--- src/rtl/csr_pkg.sv ---
// Shared constants, encodings and mstatus helpers for the CSR control stage.
package csr_pkg;

   localparam int CSR_XLEN = 32;
   localparam int CSR_ADDR_W = 12;

   localparam logic [11:0] MSTATUS = 12'h300;
   localparam logic [11:0] MTVEC   = 12'h305;
   localparam logic [11:0] MEPC    = 12'h341;
   localparam logic [11:0] MCAUSE  = 12'h342;
   localparam logic [11:0] MTVAL   = 12'h343;
   localparam logic [11:0] MHARTID = 12'hF14;

   localparam int MIE_B  = 3;
   localparam int MPIE_B = 7;
   localparam int MPP_HI = 12;
   localparam int MPP_LO = 11;

   typedef enum logic [1:0] {
      OP_NOP = 2'b00,
      OP_RW  = 2'b01,
      OP_RS  = 2'b10,
      OP_RC  = 2'b11
   } csr_op_e;

   typedef enum logic [3:0] {
      S_IDLE,
      S_ACC,
      S_T_EPC,
      S_T_CAUSE,
      S_T_TVAL,
      S_T_STAT,
      S_T_VEC,
      S_M_STAT,
      S_M_EPC
   } state_e;

   function automatic logic [CSR_XLEN-1:0] trap_mstatus(
      input logic [CSR_XLEN-1:0] old
   );
      logic [CSR_XLEN-1:0] v;
      v = old;
      v[MPIE_B] = old[MIE_B];
      v[MIE_B] = 1'b0;
      v[MPP_HI:MPP_LO] = 2'b11;
      return v;
   endfunction

   function automatic logic [CSR_XLEN-1:0] mret_mstatus(
      input logic [CSR_XLEN-1:0] old
   );
      logic [CSR_XLEN-1:0] v;
      v = old;
      v[MIE_B] = old[MPIE_B];
      v[MPIE_B] = 1'b1;
      v[MPP_HI:MPP_LO] = 2'b11;
      return v;
   endfunction

endpackage

--- src/rtl/csr_ctrl_if.sv ---
// Execute-side request/response and CSR-file bus of the CSR control stage.
interface csr_ctrl_if #(
   parameter int XLEN = 32,
   parameter int ADDR_W = 12
);
   logic              req_valid;
   logic              req_ready;
   logic [1:0]        req_op;
   logic [ADDR_W-1:0] req_addr;
   logic [XLEN-1:0]   req_src;
   logic              req_src_zero;
   logic              req_rd_zero;
   logic              trap_req;
   logic [XLEN-1:0]   trap_cause;
   logic [XLEN-1:0]   trap_pc;
   logic [XLEN-1:0]   trap_tval;
   logic              mret_req;
   logic              rsp_valid;
   logic [XLEN-1:0]   rsp_data;
   logic              rsp_illegal;
   logic              redirect_valid;
   logic [XLEN-1:0]   redirect_pc;
   logic              csr_rd;
   logic              csr_wr;
   logic [ADDR_W-1:0] rd_addr;
   logic [ADDR_W-1:0] wr_addr;
   logic [XLEN-1:0]   wr_dat;
   logic [XLEN-1:0]   rd_dat;

   modport master (
      output req_valid, req_op, req_addr, req_src,
      output req_src_zero, req_rd_zero,
      output trap_req, trap_cause, trap_pc, trap_tval,
      output mret_req, rd_dat,
      input  req_ready, rsp_valid, rsp_data, rsp_illegal,
      input  redirect_valid, redirect_pc,
      input  csr_rd, csr_wr, rd_addr, wr_addr, wr_dat
   );

   modport slave (
      input  req_valid, req_op, req_addr, req_src,
      input  req_src_zero, req_rd_zero,
      input  trap_req, trap_cause, trap_pc, trap_tval,
      input  mret_req, rd_dat,
      output req_ready, rsp_valid, rsp_data, rsp_illegal,
      output redirect_valid, redirect_pc,
      output csr_rd, csr_wr, rd_addr, wr_addr, wr_dat
   );
endinterface

--- src/rtl/csr_alu.sv ---
// Zicsr modify path: computes the new CSR value and whether the write
// goes ahead, is suppressed, or is an illegal write to a read-only CSR.
module csr_alu
   import csr_pkg::*;
#(
   parameter int XLEN = 32
) (
   input  csr_op_e         op,
   input  logic [XLEN-1:0] old_val,
   input  logic [XLEN-1:0] src,
   input  logic            src_zero,
   input  logic            ro,
   output logic [XLEN-1:0] new_val,
   output logic            wr_en,
   output logic            illegal
);

   logic attempt;

   always_comb begin
      new_val = src;
      attempt = 1'b0;
      unique case (op)
         OP_RW: begin
            new_val = src;
            attempt = 1'b1;
         end
         OP_RS: begin
            new_val = old_val | src;
            attempt = !src_zero;
         end
         OP_RC: begin
            new_val = old_val & ~src;
            attempt = !src_zero;
         end
         default: begin
            new_val = src;
            attempt = 1'b0;
         end
      endcase
      wr_en = attempt && !ro;
      illegal = attempt && ro;
   end

endmodule

--- src/rtl/csr_ctrl.sv ---
// Sequences Zicsr read-modify-write, trap entry and mret onto the
// single-read/single-write machine-mode CSR file.
module csr_ctrl
   import csr_pkg::*;
#(
   parameter int XLEN = 32,
   parameter int ADDR_W = 12
) (
   input logic    clk,
   input logic    reset,
   csr_ctrl_if.slave bus
);

   state_e            state_q, state_d;
   csr_op_e           op_q, op_d;
   logic [ADDR_W-1:0] addr_q, addr_d;
   logic [XLEN-1:0]   src_q, src_d;
   logic              src_zero_q, src_zero_d;
   logic              rd_zero_q, rd_zero_d;
   logic [XLEN-1:0]   cause_q, cause_d;
   logic [XLEN-1:0]   pc_q, pc_d;
   logic [XLEN-1:0]   tval_q, tval_d;
   logic              rsp_valid_q, rsp_valid_d;
   logic              rsp_illegal_q, rsp_illegal_d;
   logic [XLEN-1:0]   rsp_data_q, rsp_data_d;
   logic              redir_valid_q, redir_valid_d;
   logic [XLEN-1:0]   redir_pc_q, redir_pc_d;

   logic              rd_c, wr_c;
   logic [ADDR_W-1:0] rd_addr_c, wr_addr_c;
   logic [XLEN-1:0]   wr_dat_c;
   logic [XLEN-1:0]   alu_new;
   logic              alu_wr_en, alu_illegal;
   logic              ro;

   assign ro = (addr_q[ADDR_W-1:ADDR_W-2] == 2'b11);

   csr_alu #(.XLEN(XLEN)) u_alu (
      .op       (op_q),
      .old_val  (bus.rd_dat),
      .src      (src_q),
      .src_zero (src_zero_q),
      .ro       (ro),
      .new_val  (alu_new),
      .wr_en    (alu_wr_en),
      .illegal  (alu_illegal)
   );

   always_comb begin
      state_d = state_q;
      op_d = op_q;
      addr_d = addr_q;
      src_d = src_q;
      src_zero_d = src_zero_q;
      rd_zero_d = rd_zero_q;
      cause_d = cause_q;
      pc_d = pc_q;
      tval_d = tval_q;
      rsp_valid_d = 1'b0;
      rsp_illegal_d = 1'b0;
      rsp_data_d = rsp_data_q;
      redir_valid_d = 1'b0;
      redir_pc_d = redir_pc_q;
      rd_c = 1'b0;
      wr_c = 1'b0;
      rd_addr_c = addr_q;
      wr_addr_c = addr_q;
      wr_dat_c = '0;

      unique case (state_q)
         S_IDLE: begin
            if (bus.trap_req) begin
               cause_d = bus.trap_cause;
               pc_d = bus.trap_pc;
               tval_d = bus.trap_tval;
               state_d = S_T_EPC;
            end else if (bus.mret_req) begin
               state_d = S_M_STAT;
            end else if (bus.req_valid) begin
               op_d = csr_op_e'(bus.req_op);
               addr_d = bus.req_addr;
               src_d = bus.req_src;
               src_zero_d = bus.req_src_zero;
               rd_zero_d = bus.req_rd_zero;
               state_d = S_ACC;
            end
         end
         S_ACC: begin
            rd_c = !(op_q == OP_RW && rd_zero_q);
            wr_c = alu_wr_en;
            wr_dat_c = alu_new;
            rsp_valid_d = 1'b1;
            rsp_illegal_d = alu_illegal;
            rsp_data_d = rd_c ? bus.rd_dat : '0;
            state_d = S_IDLE;
         end
         S_T_EPC: begin
            wr_c = 1'b1;
            wr_addr_c = MEPC;
            wr_dat_c = pc_q & ~XLEN'(3);
            state_d = S_T_CAUSE;
         end
         S_T_CAUSE: begin
            wr_c = 1'b1;
            wr_addr_c = MCAUSE;
            wr_dat_c = cause_q;
            state_d = S_T_TVAL;
         end
         S_T_TVAL: begin
            wr_c = 1'b1;
            wr_addr_c = MTVAL;
            wr_dat_c = tval_q;
            state_d = S_T_STAT;
         end
         S_T_STAT: begin
            rd_c = 1'b1;
            wr_c = 1'b1;
            rd_addr_c = MSTATUS;
            wr_addr_c = MSTATUS;
            wr_dat_c = trap_mstatus(bus.rd_dat);
            state_d = S_T_VEC;
         end
         S_T_VEC: begin
            // only direct mode: mode bits are dropped
            rd_c = 1'b1;
            rd_addr_c = MTVEC;
            redir_valid_d = 1'b1;
            redir_pc_d = bus.rd_dat & ~XLEN'(3);
            state_d = S_IDLE;
         end
         S_M_STAT: begin
            rd_c = 1'b1;
            wr_c = 1'b1;
            rd_addr_c = MSTATUS;
            wr_addr_c = MSTATUS;
            wr_dat_c = mret_mstatus(bus.rd_dat);
            state_d = S_M_EPC;
         end
         S_M_EPC: begin
            rd_c = 1'b1;
            rd_addr_c = MEPC;
            redir_valid_d = 1'b1;
            redir_pc_d = bus.rd_dat;
            state_d = S_IDLE;
         end
         default: state_d = S_IDLE;
      endcase

      if (!reset) begin
         rd_c = 1'b0;
         wr_c = 1'b0;
      end
   end

   always_ff @(posedge clk) begin
      if (!reset) begin
         state_q <= S_IDLE;
         op_q <= OP_NOP;
         addr_q <= '0;
         src_q <= '0;
         src_zero_q <= 1'b0;
         rd_zero_q <= 1'b0;
         cause_q <= '0;
         pc_q <= '0;
         tval_q <= '0;
         rsp_valid_q <= 1'b0;
         rsp_illegal_q <= 1'b0;
         rsp_data_q <= '0;
         redir_valid_q <= 1'b0;
         redir_pc_q <= '0;
      end else begin
         state_q <= state_d;
         op_q <= op_d;
         addr_q <= addr_d;
         src_q <= src_d;
         src_zero_q <= src_zero_d;
         rd_zero_q <= rd_zero_d;
         cause_q <= cause_d;
         pc_q <= pc_d;
         tval_q <= tval_d;
         rsp_valid_q <= rsp_valid_d;
         rsp_illegal_q <= rsp_illegal_d;
         rsp_data_q <= rsp_data_d;
         redir_valid_q <= redir_valid_d;
         redir_pc_q <= redir_pc_d;
      end
   end

   assign bus.req_ready = (state_q == S_IDLE) && reset;
   assign bus.csr_rd = rd_c;
   assign bus.csr_wr = wr_c;
   assign bus.rd_addr = rd_addr_c;
   assign bus.wr_addr = wr_addr_c;
   assign bus.wr_dat = wr_dat_c;
   assign bus.rsp_valid = rsp_valid_q;
   assign bus.rsp_illegal = rsp_illegal_q;
   assign bus.rsp_data = rsp_data_q;
   assign bus.redirect_valid = redir_valid_q;
   assign bus.redirect_pc = redir_pc_q;

endmodule

--- src/flat_wrapper.sv ---
// flat-port wrapper written by rule: the top's interface ports become plain ports
module csr_ctrl_flat import csr_pkg::*;
#(
   parameter int XLEN = 32,
   parameter int ADDR_W = 12
)
  (clk, reset, bus_req_valid, bus_req_op, bus_req_addr, bus_req_src, bus_req_src_zero, bus_req_rd_zero, bus_trap_req, bus_trap_cause, bus_trap_pc, bus_trap_tval, bus_mret_req, bus_rd_dat, bus_req_ready, bus_rsp_valid, bus_rsp_data, bus_rsp_illegal, bus_redirect_valid, bus_redirect_pc, bus_csr_rd, bus_csr_wr, bus_rd_addr, bus_wr_addr, bus_wr_dat);
  csr_ctrl_if #(.XLEN(XLEN), .ADDR_W(ADDR_W)) bus_i ();
  input logic clk;
  input logic reset;
  input wire logic [$bits(bus_i.req_valid)-1:0] bus_req_valid;
  input wire logic [$bits(bus_i.req_op)-1:0] bus_req_op;
  input wire logic [$bits(bus_i.req_addr)-1:0] bus_req_addr;
  input wire logic [$bits(bus_i.req_src)-1:0] bus_req_src;
  input wire logic [$bits(bus_i.req_src_zero)-1:0] bus_req_src_zero;
  input wire logic [$bits(bus_i.req_rd_zero)-1:0] bus_req_rd_zero;
  input wire logic [$bits(bus_i.trap_req)-1:0] bus_trap_req;
  input wire logic [$bits(bus_i.trap_cause)-1:0] bus_trap_cause;
  input wire logic [$bits(bus_i.trap_pc)-1:0] bus_trap_pc;
  input wire logic [$bits(bus_i.trap_tval)-1:0] bus_trap_tval;
  input wire logic [$bits(bus_i.mret_req)-1:0] bus_mret_req;
  input wire logic [$bits(bus_i.rd_dat)-1:0] bus_rd_dat;
  output wire logic [$bits(bus_i.req_ready)-1:0] bus_req_ready;
  output wire logic [$bits(bus_i.rsp_valid)-1:0] bus_rsp_valid;
  output wire logic [$bits(bus_i.rsp_data)-1:0] bus_rsp_data;
  output wire logic [$bits(bus_i.rsp_illegal)-1:0] bus_rsp_illegal;
  output wire logic [$bits(bus_i.redirect_valid)-1:0] bus_redirect_valid;
  output wire logic [$bits(bus_i.redirect_pc)-1:0] bus_redirect_pc;
  output wire logic [$bits(bus_i.csr_rd)-1:0] bus_csr_rd;
  output wire logic [$bits(bus_i.csr_wr)-1:0] bus_csr_wr;
  output wire logic [$bits(bus_i.rd_addr)-1:0] bus_rd_addr;
  output wire logic [$bits(bus_i.wr_addr)-1:0] bus_wr_addr;
  output wire logic [$bits(bus_i.wr_dat)-1:0] bus_wr_dat;
  assign bus_i.req_valid = bus_req_valid;
  assign bus_i.req_op = bus_req_op;
  assign bus_i.req_addr = bus_req_addr;
  assign bus_i.req_src = bus_req_src;
  assign bus_i.req_src_zero = bus_req_src_zero;
  assign bus_i.req_rd_zero = bus_req_rd_zero;
  assign bus_i.trap_req = bus_trap_req;
  assign bus_i.trap_cause = bus_trap_cause;
  assign bus_i.trap_pc = bus_trap_pc;
  assign bus_i.trap_tval = bus_trap_tval;
  assign bus_i.mret_req = bus_mret_req;
  assign bus_i.rd_dat = bus_rd_dat;
  assign bus_req_ready = bus_i.req_ready;
  assign bus_rsp_valid = bus_i.rsp_valid;
  assign bus_rsp_data = bus_i.rsp_data;
  assign bus_rsp_illegal = bus_i.rsp_illegal;
  assign bus_redirect_valid = bus_i.redirect_valid;
  assign bus_redirect_pc = bus_i.redirect_pc;
  assign bus_csr_rd = bus_i.csr_rd;
  assign bus_csr_wr = bus_i.csr_wr;
  assign bus_rd_addr = bus_i.rd_addr;
  assign bus_wr_addr = bus_i.wr_addr;
  assign bus_wr_dat = bus_i.wr_dat;
  csr_ctrl #(.XLEN(XLEN), .ADDR_W(ADDR_W)) u_core (.clk(clk), .reset(reset), .bus(bus_i));
endmodule
--- config.mk ---
export PLATFORM = sky130hd
export DESIGN_NAME = csr_ctrl_flat
export DESIGN_NICKNAME = d
export VERILOG_FILES = /design/src/rtl/csr_pkg.sv /design/src/rtl/csr_ctrl_if.sv /design/src/rtl/csr_alu.sv /design/src/rtl/csr_ctrl.sv /design/src/flat_wrapper.sv
export SDC_FILE = /design/constraint.sdc
export NUM_CORES = 1
export LEC_CHECK = 0
export CORE_MARGIN = 5
export CORE_UTILIZATION = 39
export CTS_CLUSTER_DIAMETER = 40
export DETAILED_ROUTE_END_ITERATION = 6
export PLACE_DENSITY = 0.7
export SLEW_MARGIN = 25
export SYNTH_ARGS = -nofsm -noshare
export SYNTH_HDL_FRONTEND = slang
export SYNTH_SLANG_ARGS = --single-unit
--- constraint.sdc ---
create_clock -name clk -period 2.9 [get_ports clk]
set_input_delay 0.58 -clock clk [delete_from_list [all_inputs] [get_ports clk]]
set_output_delay 0.58 -clock clk [all_outputs]
set_load 0.01 [all_outputs]
==> reports/results.ini <==
[run_status]
outcome=completed

[routing]
via_per_inst=5.228
wl_um=35330
drc=0
top_layer_used=met5
antenna_left=0
drt_iter0_markers=599
wl_per_cell_um=18.74
met2WireLength_um=17520
wl_met3_um=2873
wl_met1_um=13670
drt_first_pass_iters=5
vias=9855

[floorplan]
dieWidth_um=164.7
die-area_um2=27130
core-area_um2=23540
initial_core_util_pct=39.65
io_pins=307
fp.dieH_um=164.7
rows=56

[yosys]
synth_area_um2=9334
seq_area_frac_synth_pct=45.68
synth_edf_count=0
yosysTopAreaCellShare_pct=45.68
synth_async_sr_flop_share_pct=0
synth_area_per_cell_um2=7.620
ys_seq_elements=213
ys_types=39
yosys.area.top_type=dfxtp_1
yosys_most_used_dff=dfxtp_1
syn_inst=1225
synth_area_leaders=dfxtp_1 46%, nand2_1 13%, a21oi_1 7.7%
syn_nets=1406
yosysWarningCount=0

[critical_path]
crit_slowest_cell=or4b_4
worstSetupPathType=register to output port
worstSetupEndpointType=output port
crit_path_cell_trace=or4b_4 > buf_12 > buf_12 > o221ai_1 > dlygate4sd2_1
cp_max_fo=11
cpMostUsedCell=buf_12
worstSetupStartpointType=register
critical_path.max_stage_delay_ns=0.51
worst_ep_arrival_time_ns=2.28
critPathRequiredTime_ns=2.32

[cells_and_area]
fill_cells=2171
nets=1718
drive_gt1_share_pct=12.54
final_area_um2=14410
post-route-util_pct=61.21
fin_cells=1885
syn2layout_area_growth_pct=54.38
final_cell_mix=322 x nand2_1, 252 x clkdlybuf4s50_1, 210 x dfxtp_1
layout_commonest_cell=nand2_1

[placement]
post_dp_cell_area_um2=12890
hpwl_um=25120
gp_congestion=0.8782
io_buffers=304
post-place-cells=1802
pre_cts_ws_ns=-0.1309

[cts]
clock-sinks=213
htreeDepth=2
clock_path_buffers=3
cts_tree=done
path_clk_slew_ns=0.05
numCtsBuffers=38
root_buffer=clkbuf_16
clock_latency_ns=0.51

[timing]
finalHoldViolations=0
min_period_over_period_pct=98.72
rsz0062_at_grt=no
setup_viol=0
fin_skew_ns=0.01678
slew_viol_final=0
setup_slack_ns=0.03699
worstMarginPinSlew_ns=0.6120
fin_crit_ns=2.863
fmax_ghz=0.3493
relSlewSlack_pct=59.20

[grt]
grt_pass1_wl_um=52030
grt_max_degree=96
antenna_found_initial=4
grt_usage_pct=24.50
grt_pass1_vias=9384
gr-total-overflow=0

[run]
maxCapViolCount=0

[power_and_ir_drop]
ir_worst_vdd_v=0.0004453
leakagePower_nw=5.524
p_total_mw=10.99
power.density_nw_per_um2=762.6

[worst_hold_path]
hold_class=primary input to register

==> through the flow <==
stage               hold slack, ns  setup TNS (ns)
finish                      0.4252               0
global route                0.4443               0
CTS                         0.4108         -0.1794
detailed placement          0.4456         -0.1699
global placement            0.4413         -0.2164
floorplan                   0.4357               0
==> sequential cells by signal, summed over array words and instances, names as in the netlist, 2 cells and up <==
signal,cells
u_core.src_q,32
u_core.bus.redirect_pc,32
u_core.addr_q,12
u_core.bus.rsp_data,32
u_core.state_q,4
u_core.pc_q,30
u_core.cause_q,32
u_core.op_q,2
u_core.tval_q,32
==> report_power, final <==
| part | internal, mW | switching (mW) | total (mW) |
|---|---|---|---|
| logic | 1.45 | 1.77 | 3.22 |
| clock network | 2.79 | 1.51 | 4.30 |
| registers | 3.27 | 0.197 | 3.47 |
==> cells in the mapped netlist, drive strengths merged (12+ instances only) <==
library cell  count
a211oi           16
a21oi           145
a22o             23
a22oi            35
and2             12
buf              40
clkbuf           70
dfxtp           213
mux2i            28
nand2           323
nand3            79
nor2             74
o21ai            92
o221ai           16
==> path summary, 6_finish.rpt <==
kind	startpoint	to	slack [ns]	cells past startpoint
max	u_core.state_q[0]	bus_wr_dat[4]	0.04	5
max reg2reg	u_core.state_q[0]	u_core.bus.rsp_data[22]	0.80	7
min	reset	u_core.addr_q[2]	0.43	3
min reg2reg	u_core.pc_q[30]	u_core.pc_q[30]	0.45	2
==> routing by layer <==
layer,up-vias,global-route usage (%)
li1,4856,-
met1,4556,28.06
met2,361,42.64
met3,80,7.562
met4,2,9.603
met5,-,0
==> worst max-delay path, delay by kind of cell (launching register included) <==
kind                   cells  cell delay [ns]
buffers and inverters      3             0.65
flip-flops                 1             0.39
AO/OA/AOI/OAI              1             0.23
AND/OR/NAND/NOR            1             0.51
==> kinds of logic (layout without fill, tap and decap cells) <==
kind of cell    after synthesis  after routing  share of synthesized area, %
compound gates              347            347                         22.45
buf+inv                     116            454                         5.415
flops                       213            213                         45.68
mux                          28             28                         3.003
other cells                   0              3                             0
simple gates                521            521                         23.45
==> cell type report <==
type	count	area, µm²	area share, %
flip-flops and latches	213	4270	29.63
clock buffers	47	1066	7.398
well taps	319	399.1	2.770
clock inverters	19	185.2	1.285
repair buffers	382	3731	25.89
multi-input cells	896	4726	32.79
diodes	3	7.507	0.05210
inverters	6	25.02	0.1737
==> repair_timing <==
item                                   4_1_cts  5_1_grt
setup endpoints to repair                   54       33
buffers inserted                             5        6
endpoints found under the hold margin        0        0
pin swaps                                    0        3
gates resized for setup                     82       65
hold buffers                                 0        0
cloned                                       0        2
Power figures use the tool's default switching activity.
